`src/rtl/iq_deserializer.sv`:
```
// Serial IQ word deserializer: finds the 32-bit word boundary in a 2-bit/clk
// stream via I/Q sync markers, tracks lock, and queues good words in a FWFT FIFO.
module iq_deserializer #(
  parameter int FIFO_DEPTH = 16,
  parameter int MAX_ERR    = 4
) (
  input  logic        clk,
  input  logic        reset_n,
  input  logic [1:0]  rx_bits,
  input  logic        rd_en,
  output logic [31:0] rd_data,
  output logic        rd_dr,
  output logic        locked,
  output logic        overflow,
  output logic [15:0] sync_err_cnt
);

  localparam int AW = $clog2(FIFO_DEPTH);
  localparam int EW = $clog2(MAX_ERR + 1);
  localparam logic [EW-1:0] ERR_LAST = EW'(MAX_ERR - 1);
  localparam logic [AW:0]   COUNT_FULL = (AW + 1)'(FIFO_DEPTH);

  typedef enum logic [1:0] {
    HUNT   = 2'd0,
    VERIFY = 2'd1,
    LOCKED = 2'd2
  } state_t;

  state_t          state, state_n;
  logic            phase, phase_n;
  logic [3:0]      bcnt, bcnt_n;
  logic [EW-1:0]   err_cnt, err_cnt_n;
  logic            push_req;
  logic            serr_inc;

  logic [32:0]     window;
  logic [31:0]     cand0, cand1, cand_sel;
  logic            good0, good1, good_sel;
  logic            boundary;

  logic [31:0]     mem [FIFO_DEPTH];
  logic [AW-1:0]   wr_ptr, rd_ptr;
  logic [AW:0]     count;
  logic            full, pop, push;

  // Bit history; rx_bits[1] arrived first so it lands one place higher.
  always_ff @(posedge clk) begin
    window <= {window[30:0], rx_bits};
  end

  assign cand0    = window[31:0];
  assign cand1    = window[32:1];
  assign good0    = (cand0[31:30] == 2'b10) && (cand0[15:14] == 2'b01);
  assign good1    = (cand1[31:30] == 2'b10) && (cand1[15:14] == 2'b01);
  assign cand_sel = phase ? cand1 : cand0;
  assign good_sel = phase ? good1 : good0;
  assign boundary = (bcnt == 4'hF);

  always_ff @(posedge clk) begin
    if (!reset_n) begin
      state        <= HUNT;
      phase        <= 1'b0;
      bcnt         <= 4'd0;
      err_cnt      <= '0;
      sync_err_cnt <= 16'd0;
    end else begin
      state   <= state_n;
      phase   <= phase_n;
      bcnt    <= bcnt_n;
      err_cnt <= err_cnt_n;
      if (serr_inc && (sync_err_cnt != 16'hFFFF)) begin
        sync_err_cnt <= sync_err_cnt + 16'd1;
      end
    end
  end

  // Boundary counter free-runs from the HUNT hit; wrap to 15 marks each word.
  always_comb begin
    state_n   = state;
    phase_n   = phase;
    bcnt_n    = bcnt + 4'd1;
    err_cnt_n = err_cnt;
    push_req  = 1'b0;
    serr_inc  = 1'b0;
    case (state)
      HUNT: begin
        bcnt_n    = 4'd0;
        err_cnt_n = '0;
        if (good0) begin
          phase_n = 1'b0;
          state_n = VERIFY;
        end else if (good1) begin
          phase_n = 1'b1;
          state_n = VERIFY;
        end
      end
      VERIFY: begin
        if (boundary) begin
          if (good_sel) begin
            state_n   = LOCKED;
            push_req  = 1'b1;
            err_cnt_n = '0;
          end else begin
            state_n = HUNT;
          end
        end
      end
      LOCKED: begin
        if (boundary) begin
          if (good_sel) begin
            push_req  = 1'b1;
            err_cnt_n = '0;
          end else begin
            serr_inc = 1'b1;
            if (err_cnt == ERR_LAST) begin
              err_cnt_n = '0;
              state_n   = HUNT;
            end else begin
              err_cnt_n = err_cnt + 1'b1;
            end
          end
        end
      end
      default: begin
        state_n = HUNT;
      end
    endcase
  end

  assign locked = (state == LOCKED);

  // Read side: rd_dr is valid, rd_en is ready; a word transfers on any edge
  // where both are high. rd_en with rd_dr low is ignored.
  assign full    = (count == COUNT_FULL);
  assign rd_dr   = (count != '0);
  assign rd_data = mem[rd_ptr];
  assign pop     = rd_en && rd_dr;
  assign push    = push_req && (!full || pop);

  always_ff @(posedge clk) begin
    if (push) begin
      mem[wr_ptr] <= cand_sel;
    end
  end

  always_ff @(posedge clk) begin
    if (!reset_n) begin
      wr_ptr   <= '0;
      rd_ptr   <= '0;
      count    <= '0;
      overflow <= 1'b0;
    end else begin
      if (push) begin
        wr_ptr <= wr_ptr + 1'b1;
      end
      if (pop) begin
        rd_ptr <= rd_ptr + 1'b1;
      end
      case ({push, pop})
        2'b10:   count <= count + 1'b1;
        2'b01:   count <= count - 1'b1;
        default: count <= count;
      endcase
      if (push_req && full && !pop) begin
        overflow <= 1'b1;
      end
    end
  end

endmodule

```
`config.mk`:
```
export PLATFORM = sky130hd
export DESIGN_NAME = iq_deserializer
export DESIGN_NICKNAME = d
export VERILOG_FILES = /design/src/rtl/iq_deserializer.sv
export SDC_FILE = /design/constraint.sdc
export NUM_CORES = 1
export LEC_CHECK = 0
export ABC_AREA = 1
export BUFFER_PORTS_ARGS = -buffer_cell sky130_fd_sc_hd__buf_2
export CAP_MARGIN = 20
export CELL_PAD_IN_SITES_DETAIL_PLACEMENT = 0
export CELL_PAD_IN_SITES_GLOBAL_PLACEMENT = 2
export CORE_MARGIN = 10
export CORE_UTILIZATION = 43
export DETAILED_ROUTE_END_ITERATION = 16
export GPL_TIMING_DRIVEN = 0
export PLACE_DENSITY_LB_ADDON = 0.1
export SYNTH_ARGS = -nofsm -noshare
export SYNTH_HDL_FRONTEND = slang
export SYNTH_SLANG_ARGS = --single-unit
```
`constraint.sdc`:
```
create_clock -name clk -period 3.69 [get_ports clk]
set_clock_uncertainty 0.1 [all_clocks]
set_input_delay 0.9225 -clock clk [delete_from_list [all_inputs] [get_ports clk]]
set_output_delay 0.9225 -clock clk [all_outputs]
set_load 0.05 [all_outputs]
```
==> results of run 1 <==
-- final timing paths --
kind / cells past startpoint / to / startpoint
max: 10 / rd_data[25] / register
min: 0 / window[2]$_DFF_P_ / window[0]$_DFF_P_
max reg2reg: 8 / mem[14][14]$_DFFE_PP_ / window[16]$_DFF_P_
min reg2reg: 0 / window[2]$_DFF_P_ / window[0]$_DFF_P_
-- power breakdown --
group / total (mW) / switching (mW) / internal (mW)
Clock: 6.12 / 2.68 / 3.44
Sequential: 7.39 / 0.0321 / 7.35
Combinational: 0.355 / 0.290 / 0.0649
Total: 13.9 / 3.00 / 10.9
-- state kept, by name, summed over array words and instances (netlist names), named ones only --
name / count
state: 2
phase: 1
count: 5
wr_ptr: 4
err_cnt: 3
sync_err_cnt: 16
window: 33
rd_ptr: 4
bcnt: 4
mem: 512
overflow: 1
-- layout by cell type, fill, tap and decap left out, types with 2 or more instances in the layout --
master,count
sky130_fd_sc_hd__edfxtp_1,512
sky130_fd_sc_hd__nor2_1,422
sky130_fd_sc_hd__o21ai_0,294
sky130_fd_sc_hd__nand2_1,179
sky130_fd_sc_hd__o211ai_1,129
sky130_fd_sc_hd__dfxtp_1,76
sky130_fd_sc_hd__nand3_1,68
sky130_fd_sc_hd__clkbuf_16,65
sky130_fd_sc_hd__buf_2,53
sky130_fd_sc_hd__inv_1,44
sky130_fd_sc_hd__clkbuf_2,39
sky130_fd_sc_hd__clkbuf_1,26
sky130_fd_sc_hd__buf_4,22
sky130_fd_sc_hd__a21oi_1,21
sky130_fd_sc_hd__nand2_2,18
sky130_fd_sc_hd__nor2_4,17
sky130_fd_sc_hd__clkbuf_4,16
sky130_fd_sc_hd__clkinv_1,16
sky130_fd_sc_hd__ha_1,15
sky130_fd_sc_hd__buf_16,15
sky130_fd_sc_hd__buf_6,14
sky130_fd_sc_hd__xor2_1,12
sky130_fd_sc_hd__buf_12,12
sky130_fd_sc_hd__clkinv_2,11
sky130_fd_sc_hd__a21oi_2,8
sky130_fd_sc_hd__clkbuf_8,6
sky130_fd_sc_hd__o21ai_1,6
sky130_fd_sc_hd__nor3_1,6
sky130_fd_sc_hd__buf_8,5
sky130_fd_sc_hd__clkinv_4,5
sky130_fd_sc_hd__nand3_2,4
sky130_fd_sc_hd__nand4_1,4
sky130_fd_sc_hd__xnor2_1,3
sky130_fd_sc_hd__inv_6,3
sky130_fd_sc_hd__bufinv_16,3
sky130_fd_sc_hd__nor2_2,2
sky130_fd_sc_hd__inv_2,2
-- cells by family after synthesis --
kind of cell,after synthesis,synth area share
compound gates,460,0.113
simple gates,727,0.125
buf+inv,164,0.0277
flops,589,0.720
xor+xnor,15,0.00559
fa+ha+maj,16,0.00884
-- area by class of cell --
| cell class | count | area (sq um) | area share |
|---|---|---|---|
| clock inverters | 38 | 283 | 0.0102 |
| inverters | 48 | 184 | 0.00661 |
| flip-flops and latches | 589 | 16900 | 0.609 |
| repair buffers | 82 | 960 | 0.0345 |
| well taps | 696 | 871 | 0.0313 |
| multi-input cells | 1218 | 6100 | 0.219 |
| plain buffers | 114 | 805 | 0.0289 |
| clock buffers | 78 | 1690 | 0.0606 |
-- synth_stat cells --
cell | number | area (sq um)
sky130_fd_sc_hd__o21ai_0 | 298 | 1490
sky130_fd_sc_hd__nand3_1 | 72 | 360
sky130_fd_sc_hd__nand2_1 | 186 | 698
sky130_fd_sc_hd__nor3b_4 | 1 | 18.8
sky130_fd_sc_hd__a21oi_2 | 8 | 70.1
sky130_fd_sc_hd__nor2_1 | 441 | 1660
sky130_fd_sc_hd__fa_1 | 1 | 20.0
sky130_fd_sc_hd__clkinv_1 | 1 | 3.75
sky130_fd_sc_hd__dfxtp_1 | 77 | 1540
sky130_fd_sc_hd__buf_8 | 1 | 15.0
sky130_fd_sc_hd__a21boi_0 | 1 | 7.51
sky130_fd_sc_hd__nand2_2 | 11 | 68.8
sky130_fd_sc_hd__nand3b_1 | 1 | 7.51
sky130_fd_sc_hd__nand2_4 | 1 | 11.3
sky130_fd_sc_hd__nand4_1 | 4 | 25.0
sky130_fd_sc_hd__o21a_1 | 1 | 7.51
sky130_fd_sc_hd__nor3_1 | 6 | 30.0
sky130_fd_sc_hd__buf_1 | 15 | 56.3
sky130_fd_sc_hd__inv_1 | 45 | 169
sky130_fd_sc_hd__inv_2 | 2 | 7.51
sky130_fd_sc_hd__a21oi_1 | 21 | 105
sky130_fd_sc_hd__edfxtp_1 | 512 | 15400
sky130_fd_sc_hd__ha_1 | 15 | 188
sky130_fd_sc_hd__xnor2_1 | 3 | 26.3
sky130_fd_sc_hd__nor3_4 | 1 | 16.3
sky130_fd_sc_hd__clkbuf_1 | 81 | 304
sky130_fd_sc_hd__buf_2 | 19 | 95.1
sky130_fd_sc_hd__or2_2 | 1 | 6.26
sky130_fd_sc_hd__o21ai_1 | 2 | 10.0
sky130_fd_sc_hd__xor2_1 | 12 | 105
sky130_fd_sc_hd__nor3_2 | 1 | 10.0
sky130_fd_sc_hd__nand4_4 | 1 | 21.3
sky130_fd_sc_hd__o211ai_1 | 129 | 968
-- critical path, stage by stage, from the launching register on --
cell	delay, ps
sky130_fd_sc_hd__dfxtp_4	410
sky130_fd_sc_hd__buf_12	130
sky130_fd_sc_hd__clkinvlp_4	130
sky130_fd_sc_hd__buf_4	170
sky130_fd_sc_hd__buf_12	150
sky130_fd_sc_hd__buf_6	160
sky130_fd_sc_hd__nor2_1	90
sky130_fd_sc_hd__o21ai_0	80
sky130_fd_sc_hd__o211ai_1	330
sky130_fd_sc_hd__nand2_1	130
sky130_fd_sc_hd__buf_4	210
-- through the flow --
step | setup slack [ps] | total power, mW | area (sq um) | hold WS [ps]
after CTS | -43.7 | 13.9 | 27600 | 255
after global placement | -2050 | 7.87 | 24600 | 241
after global routing | -29.9 | 14.3 | 27800 | 264
final | 40.2 | 13.9 | 27800 | 253
after floorplan | 236 | 7.74 | 23500 | 231
after detailed placement | -229 | 7.89 | 25300 | 245
-- what timing repair did --
action,4_1_cts,5_1_grt
setup endpoints to repair,32,32
gates resized for setup,156,68
setup buffers,3,1
pin swaps,4,11
-- routing by layer --
layer	vias up	track usage	wire, um
met1	8064	0.317	32100
li1	7350	-	-
met5	-	0	0
met4	0	0.0664	1700
met2	595	0.369	34600
met3	104	0.0296	5090
==> out/results.ini, run 1 <==
[floorplanning]
core_ar_sq_um=53900
chipWidth_um=254
fp-row-count=85
design.die.area_sq_um=64400
boundaryPins=56
floorplan.die.height_um=254
initial_utilization=0.436

[setup_path]
timing.critical_path.from_type=register
r2r_setup_slack_ps=310
worst-setup-path-type=reg -> out
setup.worst_path.end_class=primary output
worst_ep_arrival_time_ps=2630
critical_path.max_fanout=10
cp_data_required_time_ps=2670

[outcome]
status=completed

[placed_design]
routabilityCongestion=0.806
detailed_place_hpwl_mm=47.7
placed_cells=2745
buffer_ports.inserted=55

[finish]
post_route_cells_drive_above_1_share=0.152
num-fill-cells=4727
final_core_utilization=0.516
diodes=0
areaGrowthSynthToFinish_pct=18.3
final_net_count=2135
final-instance-count-excl-fill=2863

[run]
max_cap_violations=0

[global_routing]
first_pass_grt_wire_length_mm=107
gr-total-overflow=0
grt_antenna_before_repair=0
grt_max_degree=23
total_routing_usage_gr=0.228
grt_pass1_vias=15463

[cts]
cts_hold_repair.buffers=0
cts.root.buffer_cell=sky130_fd_sc_hd__clkbuf_16
cts-htree-levels=2
cts_made_buffers=61
clkSinkCount=589
clock_latency_ps=640
clk_pin_slew_worst_paths_ps=70
tritoncts_clock_tree=built
clock_path_buffers=3

[route]
number_of_vias_in_the_routed_layout=16113
drc_errors=0
wl_per_cell_um=25.7
detailedRoute.firstIterationViolations=1453
drt.antenna.violating_nets=0
wirelength_mm=73.5
via_per_inst=5.63
firstDrtPassIters=7

[synthesis]
yosys_warnings=0
synth-seq-area-share=0.720
total_standard_cell_area_after_synthesis_sq_um=23500
synth_cells=1971
synth.distinct_cells=33
synthesized_area_per_cell_sq_um=11.9
synth-seq-cells=589
synth_nets=1992

[pwr]
power-per-cell-area_nw_per_um2=499
cellLeakagePower_nw=9.45
max-vdd-ir-drop_uv=349

[timing]
timing.fmax_mhz=274
timing.final.hold_violations=0
max_slew.worst_pin.slew_ps=1050
timing.final.setup_violations=0
drv_slew=0
post-route-period-util=0.989
finalSetupTns_ps=0
period_minus_slack_ps=3650
grt_setup_unrepaired=true
max_slew_headroom=0.292

[min_path]
min-delay-path-class=reg -> reg

Power figures use the tool's default switching activity.
==> run 2: changes to the inputs <==
--- a/config.mk
+++ b/config.mk
@@ -14,7 +14,7 @@
 export CORE_UTILIZATION = 43
 export DETAILED_ROUTE_END_ITERATION = 16
 export GPL_TIMING_DRIVEN = 0
-export PLACE_DENSITY_LB_ADDON = 0.1
+export PLACE_DENSITY_LB_ADDON = 0.25
 export SYNTH_ARGS = -nofsm -noshare
 export SYNTH_HDL_FRONTEND = slang
 export SYNTH_SLANG_ARGS = --single-unit
==> out/results.ini, run 2 (synthesis results as in run 1) <==
[outcome]
status=completed

[finish]
layout.cell_area.non_filler_sq_um=27700  ; -0.35%
final_cell_mix=512 x sky130_fd_sc_hd__edfxtp_1, 421 x sky130_fd_sc_hd__nor2_1, 287 x sky130_fd_sc_hd__o21ai_0
registers_with_the_highest_flip_flop_counts=mem (512), window (33), sync_err_cnt (16)
final_core_utilization=0.514  ; -0.00179
regMostFlops=mem
areaGrowthSynthToFinish_pct=17.9
post_route_cells_drive_above_1_share=0.146  ; -0.00665
diodes=0  ; unchanged
final-instance-count-excl-fill=2859  ; -0.14%
largest_register_ffs=512  ; unchanged
layout_commonest_cell=sky130_fd_sc_hd__edfxtp_1
final_net_count=2131  ; -0.19%

[placed_design]
detailed_place_hpwl_mm=46.2  ; -3.2%
post_placement_worst_setup_slack_ps=-217  ; +12.7 ps
placed_cells=2740  ; -0.18%
buffer_ports.inserted=55  ; unchanged
post_dp_cell_area_sq_um=25200  ; -0.62%
routabilityCongestion=0.820  ; +1.7%

[floorplanning]
initial_utilization=0.436  ; unchanged
boundaryPins=56  ; unchanged
floorplan.die.height_um=254  ; unchanged
core_ar_sq_um=53900  ; unchanged
design.die.area_sq_um=64400  ; unchanged
fp-row-count=85  ; unchanged
chipWidth_um=254  ; unchanged

[global_routing]
gr-total-overflow=0  ; unchanged
grt_pass1_vias=15443  ; -0.13%
grt_max_degree=22  ; -4.3%
total_routing_usage_gr=0.223  ; -0.00499
grt_antenna_before_repair=1  ; +1
first_pass_grt_wire_length_mm=105  ; -1.3%

[setup_path]
worst_ep_arrival_time_ps=2670  ; +40 ps
crit_top_cell=sky130_fd_sc_hd__buf_12
critical_path.max_stage_delay_ps=400  ; about the same
cell_chain_critical_path=buf_12 -> clkinvlp_4 -> buf_12 -> buf_12 -> nor2_4 -> nor2_1 -> o21ai_1 -> o21ai_1 -> o211ai_1 -> nand2_1 -> buf_6
setup.worst_path.end_class=primary output
cp_data_required_time_ps=2670  ; about the same
critical_path.max_fanout=6  ; -4
timing.critical_path.from_type=register
cpMaxStageDelayCell=sky130_fd_sc_hd__dfxtp_4
worst_path_dominant_cell_family=buffers and inverters
buffers_inverters_on_critical_path=5  ; -1
worst-setup-path-type=reg -> out

[cts]
clk_pin_slew_worst_paths_ps=60  ; about the same
clkSinkCount=589  ; unchanged
cts-htree-levels=2  ; unchanged
clock_latency_ps=630  ; about the same
tritoncts_clock_tree=built
cts_hold_repair.buffers=0  ; unchanged
cts.root.buffer_cell=sky130_fd_sc_hd__clkbuf_16
clock_path_buffers=3  ; unchanged
cts_made_buffers=61  ; unchanged

[timing]
timing.final.hold_violations=0  ; unchanged
grt_setup_unrepaired=true
post-route-period-util=1.00  ; +0.0106
timing.final.setup_violations=0  ; unchanged
max_slew_headroom=0.290  ; -0.00195
max_slew.worst_pin.slew_ps=1060  ; +6.93 ps
final_critical_path_setup_slack_ps=1.14  ; -39.1 ps
period_minus_slack_ps=3690  ; +39.1 ps
timing.fmax_mhz=271  ; -1.1%
drv_slew=0  ; unchanged

[pwr]
power.total_mw=13.8  ; -0.15%
power_switching_share=0.207  ; -0.00909
power.sequential.fraction=0.534  ; about the same
power.clock.fraction=0.441  ; about the same
power-per-cell-area_nw_per_um2=500  ; +0.20%
power_report.internal_total_mw=11.0  ; +1.0%
portion_of_total_power_attributed_to_combinational_logic=0.026  ; about the same
power_switching_mw=2.87  ; -4.3%
max-vdd-ir-drop_uv=429  ; +23%
cellLeakagePower_nw=9.38  ; -0.69%

[route]
wl_per_cell_um=25.1  ; -2.2%
drt.antenna.violating_nets=0  ; unchanged
firstDrtPassIters=5  ; -2
detailedRoute.firstIterationViolations=1906  ; +31%
via_per_inst=5.60  ; -0.49%
wirelength_mm=71.7  ; -2.3%
number_of_vias_in_the_routed_layout=16012  ; -0.63%
drc_errors=0  ; unchanged

[run]
max_cap_violations=0  ; unchanged

[min_path]
min-delay-path-class=reg -> reg

run 2: cell types whose count changed in the layout (fill, tap and decap cells not counted), moves of 7 or more:
cell and delta:
sky130_fd_sc_hd__clkbuf_1 +15, sky130_fd_sc_hd__buf_16 -9, sky130_fd_sc_hd__o21ai_1 +7, sky130_fd_sc_hd__o21ai_0 -7, sky130_fd_sc_hd__buf_2 -10, sky130_fd_sc_hd__buf_6 +12
run 2: final cells by class:
cell class,count,area [sq um]
Buffer,115,781
Clock buffer,89,1710
Clock inverter,27,253
Fill cell,4668,26200
Inverter,48,184
Multi-Input combinational cell,1218,6100
Sequential cell,589,16900
Tap cell,696,871
Timing Repair Buffer,77,883
run 2: final timing paths:
| check | startpoint | endpoint | slack, ps | depth (start not counted) |
|---|---|---|---|---|
| max | register | rd_data[23] | 1 | 11 |
| min | window[0]$_DFF_P_ | window[2]$_DFF_P_ | 250 | 0 |
| max reg2reg | window[16]$_DFF_P_ | mem[14][3]$_DFFE_PP_ | 310 | 8 |
| min reg2reg | window[0]$_DFF_P_ | window[2]$_DFF_P_ | 250 | 0 |
run 2: worst register-to-register path, delay by kind of cell (launching register included):
family                 cells  cell delay, ps
and+or+nand+nor            6            2130
DFF                        1             370
buffers and inverters      2             440
run 2: repair_timing:
action | CTS | global route
setup endpoints to repair | 32 | 32
setup buffers | 0 | 2
gates cloned | 0 | 2
pin swaps | 2 | 27
gates resized for setup | 148 | 92
run 2: stage by stage:
stage                     setup TNS, ps  hold WS [ps]
final                                 0           252
after global routing               -334           258
after CTS                          -190           252
after detailed placement          -2200           240
after global placement          -930630           241
after floorplan                       0           231
run 2: per-layer routing:
metal	global-route usage	vias up	routed length, um
li1	-	7350	-
met1	0.306	7929	31200
met2	0.364	619	33900
met3	0.0337	112	4910
met4	0.0611	2	1700
met5	0	-	13
run 2: power by group through the flow:
stage               combinational [mW]  sequential (mW)  clock [mW]
finish                           0.355             7.39        6.10
global route                     0.409             7.39        6.44
CTS                              0.360             7.39        6.17
detailed placement               0.358             7.53           0
global placement                 0.342             7.53           0
floorplan                        0.225             7.51           0
